## config.mk

```make
export PLATFORM = sky130hd
export DESIGN_NAME = alu_xor_pipe
export DESIGN_NICKNAME = d
export VERILOG_FILES = /design/src/rtl/alu_xor_pipe.sv
export SDC_FILE = /design/constraint.sdc
export NUM_CORES = 1
export LEC_CHECK = 0
export ABC_AREA = 0
export ABC_CLOCK_PERIOD_IN_PS = 1200
export BUFFER_PORTS_ARGS = -buffer_cell sky130_fd_sc_hd__buf_4
export CAP_MARGIN = 20
export CORE_AREA = 2 2 121 64
export DETAILED_ROUTE_END_ITERATION = 16
export DIE_AREA = 0 0 123 66
export SLEW_MARGIN = 10
export SYNTH_ARGS = -nofsm -noshare
export SYNTH_HDL_FRONTEND = slang
export SYNTH_SLANG_ARGS = --single-unit
```

## constraint.sdc

```tcl
create_clock -name wb_clk_i -period 1.2 [get_ports wb_clk_i]
set_clock_uncertainty 0.05 [all_clocks]
set_input_delay 0.12 -clock wb_clk_i [delete_from_list [all_inputs] [get_ports wb_clk_i]]
set_output_delay 0.12 -clock wb_clk_i [all_outputs]
set_load 0.02 [all_outputs]
```

## src/rtl/alu_xor_pipe.sv

```systemverilog
// alu_xor_pipe: NUM_CH independent WIDTH-bit ALU channels feeding a two-stage
// valid/ready pipeline. S1 holds per-channel results, S2 adds the XOR of all
// channel results (x) and its parity (y). A free-running counter tallies
// completed output transfers.
// Optional: define ALU_PIPE_OVF_EN to add the per-channel signed overflow
// output ovf_o, which is carried through S1/S2 alongside alu_out_o.
module alu_xor_pipe #(
  parameter int WIDTH  = 4,
  parameter int NUM_CH = 2,
  parameter int CNT_W  = 16
) (
  input  logic                    wb_clk_i,
  input  logic                    wb_rst_n_i,
  input  logic                    in_valid_i,
  output logic                    in_ready_o,
  input  logic [NUM_CH*WIDTH-1:0] a_i,
  input  logic [NUM_CH*WIDTH-1:0] b_i,
  input  logic [NUM_CH*2-1:0]     sel_i,
  output logic                    out_valid_o,
  input  logic                    out_ready_i,
  output logic [NUM_CH*WIDTH-1:0] alu_out_o,
  output logic [NUM_CH-1:0]       carry_o,
  output logic [WIDTH-1:0]        x_o,
  output logic                    y_o,
  output logic [CNT_W-1:0]        op_cnt_o
`ifdef ALU_PIPE_OVF_EN
  ,
  output logic [NUM_CH-1:0]       ovf_o
`endif
);

  localparam logic [1:0] OP_ADD = 2'b00;
  localparam logic [1:0] OP_SUB = 2'b01;
  localparam logic [1:0] OP_AND = 2'b10;

  // handshake / advance
  logic s1_valid_d, s1_valid_q;
  logic s2_valid_d, s2_valid_q;
  logic s2_free, s1_adv, in_acc, out_xfer;

  // combinational ALU results
  logic [NUM_CH*WIDTH-1:0] alu_res;
  logic [NUM_CH-1:0]       alu_carry;
  logic [WIDTH-1:0]        op_a, op_b, op_res;
  logic [WIDTH:0]          op_ext;

  // stage registers
  logic [NUM_CH*WIDTH-1:0] s1_res_d, s1_res_q;
  logic [NUM_CH-1:0]       s1_carry_d, s1_carry_q;
  logic [NUM_CH*WIDTH-1:0] s2_res_d, s2_res_q;
  logic [NUM_CH-1:0]       s2_carry_d, s2_carry_q;
  logic [WIDTH-1:0]        s1_xor;
  logic [WIDTH-1:0]        x_d, x_q;
  logic                    y_d, y_q;
  logic [CNT_W-1:0]        cnt_d, cnt_q;

`ifdef ALU_PIPE_OVF_EN
  logic [NUM_CH-1:0]       alu_ovf;
  logic [NUM_CH-1:0]       s1_ovf_d, s1_ovf_q;
  logic [NUM_CH-1:0]       s2_ovf_d, s2_ovf_q;
`endif

  // Handshake: ready depends only on pipeline state, never on in_valid_i.
  always_comb begin
    s2_free    = ~s2_valid_q | out_ready_i;
    s1_adv     = s1_valid_q & s2_free;
    in_ready_o = ~s1_valid_q | s2_free;
    in_acc     = in_valid_i & in_ready_o;
    out_xfer   = s2_valid_q & out_ready_i;
  end

  // Per-channel ALU; the extra MSB of op_ext is carry for ADD and borrow for SUB.
  always_comb begin
    alu_res   = '0;
    alu_carry = '0;
    op_a      = '0;
    op_b      = '0;
    op_ext    = '0;
    op_res    = '0;
`ifdef ALU_PIPE_OVF_EN
    alu_ovf   = '0;
`endif
    for (int k = 0; k < NUM_CH; k++) begin
      op_a = a_i[k*WIDTH +: WIDTH];
      op_b = b_i[k*WIDTH +: WIDTH];
      case (sel_i[k*2 +: 2])
        OP_ADD:  op_ext = {1'b0, op_a} + {1'b0, op_b};
        OP_SUB:  op_ext = {1'b0, op_a} - {1'b0, op_b};
        OP_AND:  op_ext = {1'b0, op_a & op_b};
        default: op_ext = {1'b0, op_a ^ op_b};
      endcase
      op_res                   = op_ext[WIDTH-1:0];
      alu_res[k*WIDTH +: WIDTH] = op_res;
      alu_carry[k]             = op_ext[WIDTH];
`ifdef ALU_PIPE_OVF_EN
      case (sel_i[k*2 +: 2])
        OP_ADD:  alu_ovf[k] = (op_a[WIDTH-1] == op_b[WIDTH-1]) &&
                              (op_res[WIDTH-1] != op_a[WIDTH-1]);
        OP_SUB:  alu_ovf[k] = (op_a[WIDTH-1] != op_b[WIDTH-1]) &&
                              (op_res[WIDTH-1] != op_a[WIDTH-1]);
        default: alu_ovf[k] = 1'b0;
      endcase
`endif
    end
  end

  // XOR-reduce the S1 channel results for the S2 combined word.
  always_comb begin
    s1_xor = '0;
    for (int k = 0; k < NUM_CH; k++) begin
      s1_xor = s1_xor ^ s1_res_q[k*WIDTH +: WIDTH];
    end
  end

  // Next-state for both stages and the transfer counter.
  always_comb begin
    s1_valid_d = s1_valid_q;
    s1_res_d   = s1_res_q;
    s1_carry_d = s1_carry_q;
    s2_valid_d = s2_valid_q;
    s2_res_d   = s2_res_q;
    s2_carry_d = s2_carry_q;
    x_d        = x_q;
    y_d        = y_q;
    cnt_d      = cnt_q;
`ifdef ALU_PIPE_OVF_EN
    s1_ovf_d   = s1_ovf_q;
    s2_ovf_d   = s2_ovf_q;
`endif

    if (in_acc) begin
      s1_valid_d = 1'b1;
      s1_res_d   = alu_res;
      s1_carry_d = alu_carry;
`ifdef ALU_PIPE_OVF_EN
      s1_ovf_d   = alu_ovf;
`endif
    end else if (s1_adv) begin
      s1_valid_d = 1'b0;
    end

    // A transfer and an S1 advance in the same cycle reload S2 with no bubble.
    if (s1_adv) begin
      s2_valid_d = 1'b1;
      s2_res_d   = s1_res_q;
      s2_carry_d = s1_carry_q;
      x_d        = s1_xor;
      y_d        = ^s1_xor;
`ifdef ALU_PIPE_OVF_EN
      s2_ovf_d   = s1_ovf_q;
`endif
    end else if (out_xfer) begin
      s2_valid_d = 1'b0;
    end

    if (out_xfer) begin
      cnt_d = cnt_q + CNT_W'(1);
    end
  end

  // Pipeline and counter registers; reset discards anything in flight.
  always_ff @(posedge wb_clk_i or negedge wb_rst_n_i) begin
    if (!wb_rst_n_i) begin
      s1_valid_q <= 1'b0;
      s1_res_q   <= '0;
      s1_carry_q <= '0;
      s2_valid_q <= 1'b0;
      s2_res_q   <= '0;
      s2_carry_q <= '0;
      x_q        <= '0;
      y_q        <= 1'b0;
      cnt_q      <= '0;
`ifdef ALU_PIPE_OVF_EN
      s1_ovf_q   <= '0;
      s2_ovf_q   <= '0;
`endif
    end else begin
      s1_valid_q <= s1_valid_d;
      s1_res_q   <= s1_res_d;
      s1_carry_q <= s1_carry_d;
      s2_valid_q <= s2_valid_d;
      s2_res_q   <= s2_res_d;
      s2_carry_q <= s2_carry_d;
      x_q        <= x_d;
      y_q        <= y_d;
      cnt_q      <= cnt_d;
`ifdef ALU_PIPE_OVF_EN
      s1_ovf_q   <= s1_ovf_d;
      s2_ovf_q   <= s2_ovf_d;
`endif
    end
  end

  // Outputs come straight from S2 so they hold still under backpressure.
  always_comb begin
    out_valid_o = s2_valid_q;
    alu_out_o   = s2_res_q;
    carry_o     = s2_carry_q;
    x_o         = x_q;
    y_o         = y_q;
    op_cnt_o    = cnt_q;
`ifdef ALU_PIPE_OVF_EN
    ovf_o       = s2_ovf_q;
`endif
  end

endmodule

```

==> results_dict.tcl <==
set metrics [dict create \
    synth_cells 228 \
    setup_viol 36 \
    finalWorstSetupSlack_ns -0.353 \
    drc 0 \
    yosysTopAreaCell "dfrtp_1" \
    finalWeightedCongestion 0.806 \
    drtAntennaViolNets 0 \
    period_needed_ns 1.55 \
    rows 22 \
    cp-start-kind "input port" \
    dp_hpwl_mm 4.57 \
    worstPathMaxFanout 2 \
    clk_pin_slew_ns 0.06 \
    multi_input_area_sq_um 1640 \
    crit_chain "buf_8, inv_4, ha_4, mux2_4, fa_2, inv_2, a21o_1, a21oi_2, xnor2_1, o31ai_1" \
    first_global_vias 1973 \
    cp_slowest_stage_delay_ns 0.35 \
    htree_levels 2 \
    clock-sinks 43 \
    synth.top_cell.area_share_pct 44.4 \
    core_sq_um 7100 \
    dieArea_sq_um 8120 \
    synthTopCellsByArea "dfrtp_1, ha_1, xnor2_1" \
    grt_pass1_wl_mm 9.98 \
    clkLatencyLatePin_ns 0.28 \
    pre_cts_slack_ns -0.700 \
    grt_antenna_before_repair 0 \
    portBuffers 56 \
    syn2layout_area_growth_pct 67.3 \
    drive_above_1_share_pct 57.7 \
    final-hold-violation-count 0 \
    ff_latch_area_sq_um 1080 \
    maxSlewViolCount 0 \
    p_per_area_nw_per_um2 1550 \
    syn_area_per_cell_sq_um 10.6 \
    tns_ns -4.34 \
    fillerInstances 625 \
    rsz0062_at_grt "true" \
    grt_overflow 0 \
    post_drt_wl_per_cell_um 14.3 \
    yosys.cell_types.count 33 \
    dr_total_vias 2022 \
    synth.ff_latch_count 43 \
    rrSetupSlack_ns -0.17 \
    numCtsBuffers 5 \
    crit_path_end_kind "register" \
    drv_cap 0 \
    cts_root_buf "clkbuf_16" \
    nets 394 \
    critPathSlowestCell "fa_2" \
    fin_crit_sh_pct 129 \
    drtPass1Iterations 4 \
    routed_wl_mm 6.39 \
    final_common_cell "buf_4" \
    critical_path_arrival_ns 1.68 \
    die_h_um 66 \
    die_x_um 123 \
    grt_max_degree 25 \
    synthesis.area_sq_um 2430 \
    max_slew_margin_pct 78.5 \
    start_util_pct 34.2 \
    clock_path_buffers 2 \
    finalPower_mw 6.28 \
    ys_seq_area_share_pct 44.4 \
    hp-class "in2reg" \
    vdd.ir_drop.worst_uv 959 \
    p_leak_nw 1.96 \
    path_class "in2reg" \
    syn-num-nets 273 \
    drt_iter0_drc 52 \
    violations "negative setup slack" \
    ys_warn_count 0 \
    status "finished, violations left" \
    fmax_mhz 644 \
    vias_per_cell 4.53 \
    cts_tree "done" \
    tightest_slew_ns 0.322 \
    diodes 0 \
    layout_common_cells "buf_4, dfrtp_1, buf_6, xnor2_1, ha_1" \
    required_ns 1.33 \
    groute.usage.overall_pct 16.4 \
    ios 57 \
]
[routing by layer]
metal | up-vias | track usage (%) | routed length [um]
met2 | 34 | 22.4 | 2640
met3 | 7 | 4.22 | 257
met5 | - | 0 | 0
met4 | 0 | 3.84 | 55
li1 | 1017 | - | -
met1 | 964 | 25.1 | 3440
[worst max-delay path: cells and delay by family]
kind	cells	cell delay [ns]
AOI/OAI and AO/OA	3	0.44
xor gates and xnor gates	1	0.12
adders and majority gates	2	0.53
buffers and inverters	3	0.19
muxes	1	0.27
[cell usage after synthesis]
cell       n
nor2_4     1
xnor2_1   21
mux2_2    11
nor3b_1    1
inv_1     11
o211ai_1   2
fa_1       2
o21ai_0   10
nor2_2     1
nand3b_1   1
nor3_1     2
o21ai_1    2
nor2_1    15
buf_2      4
nand4_1    3
nand3_1    6
and4_4     1
nand2_1   20
mux2_1     4
ha_1      19
a21oi_1    9
o31ai_1    4
nor2b_1    4
nand3_2    1
inv_2      1
a21o_1     4
dfrtp_1   43
clkbuf_1   1
buf_6      1
nand2_2    2
mux2i_1    5
xor2_1    11
nand2b_1   5
[cells by family (layout without fill, tap and decap cells)]
logic type,after synthesis,count (layout),synth area share [%]
muxes,20,20,9.03
buffers and inverters,18,138,3.30
DFF,43,43,44.4
adders and majority gates,21,21,11.4
and+or+nand+nor,63,65,12.9
AOI/OAI and AO/OA,31,31,7.43
xor gates and xnor gates,32,32,11.6
[power by group]
part	total (mW)	internal (mW)	switching (mW)
registers	2.16	1.82	0.341
logic	2.70	1.45	1.25
clock network	1.41	0.885	0.527
[what timing repair did]
action	4_1_cts	5_1_grt
setup endpoints to repair	37	41
gates cloned	1	1
buffers inserted	6	8
hold buffers	1	0
pin swaps	36	29
resized for setup	45	39
hold endpoints to repair	43	0
[layout make-up]
class	count	area share, %
Timing Repair Buffer	118	24.8
Sequential cell	43	26.7
Multi-Input combinational cell	169	40.4
Tap cell	96	2.96
Inverter	12	1.36
Clock buffer	8	3.85
[stage by stage]
step	area [sq um]	instances	util, %	hold WS, ns
floorplan	2590	228	-	-0.226
global placement	3430	422	48.3	-0.00338
detailed placement	3430	422	48.3	-0.00792
CTS	3840	438	54.1	0.00643
global route	4060	446	57.2	0.0806
finish	4060	446	57.2	0.0789
[worst paths after layout]
check,start,depth (start not counted),end
setup / recovery,b_i[0],10,s1_carry_q[0]$_DFFE_PN0P_
hold / removal,in_valid_i,2,s1_valid_q$_DFFE_PN0P_
setup reg to reg,out_valid_o$_DFFE_PN0P_,5,s1_carry_q[0]$_DFFE_PN0P_
hold reg to reg,s1_carry_q[1]$_DFFE_PN0P_,2,s1_carry_q[1]$_DFFE_PN0P_
max in group asynchronous,wb_rst_n_i,3,op_cnt_o[8]$_DFFE_PN0P_
min in group asynchronous,wb_rst_n_i,2,alu_out_o[2]$_DFFE_PN0P_
[flip-flops by register name, summed over array words and instances, names as in the netlist]
register     flops
op_cnt_o        16
alu_out_o        8
s1_res_q         8
x_o              4
carry_o          2
s1_carry_q       2
out_valid_o      1
s1_valid_q       1
y_o              1
No activity file was read; power rests on OpenSTA's default activity.
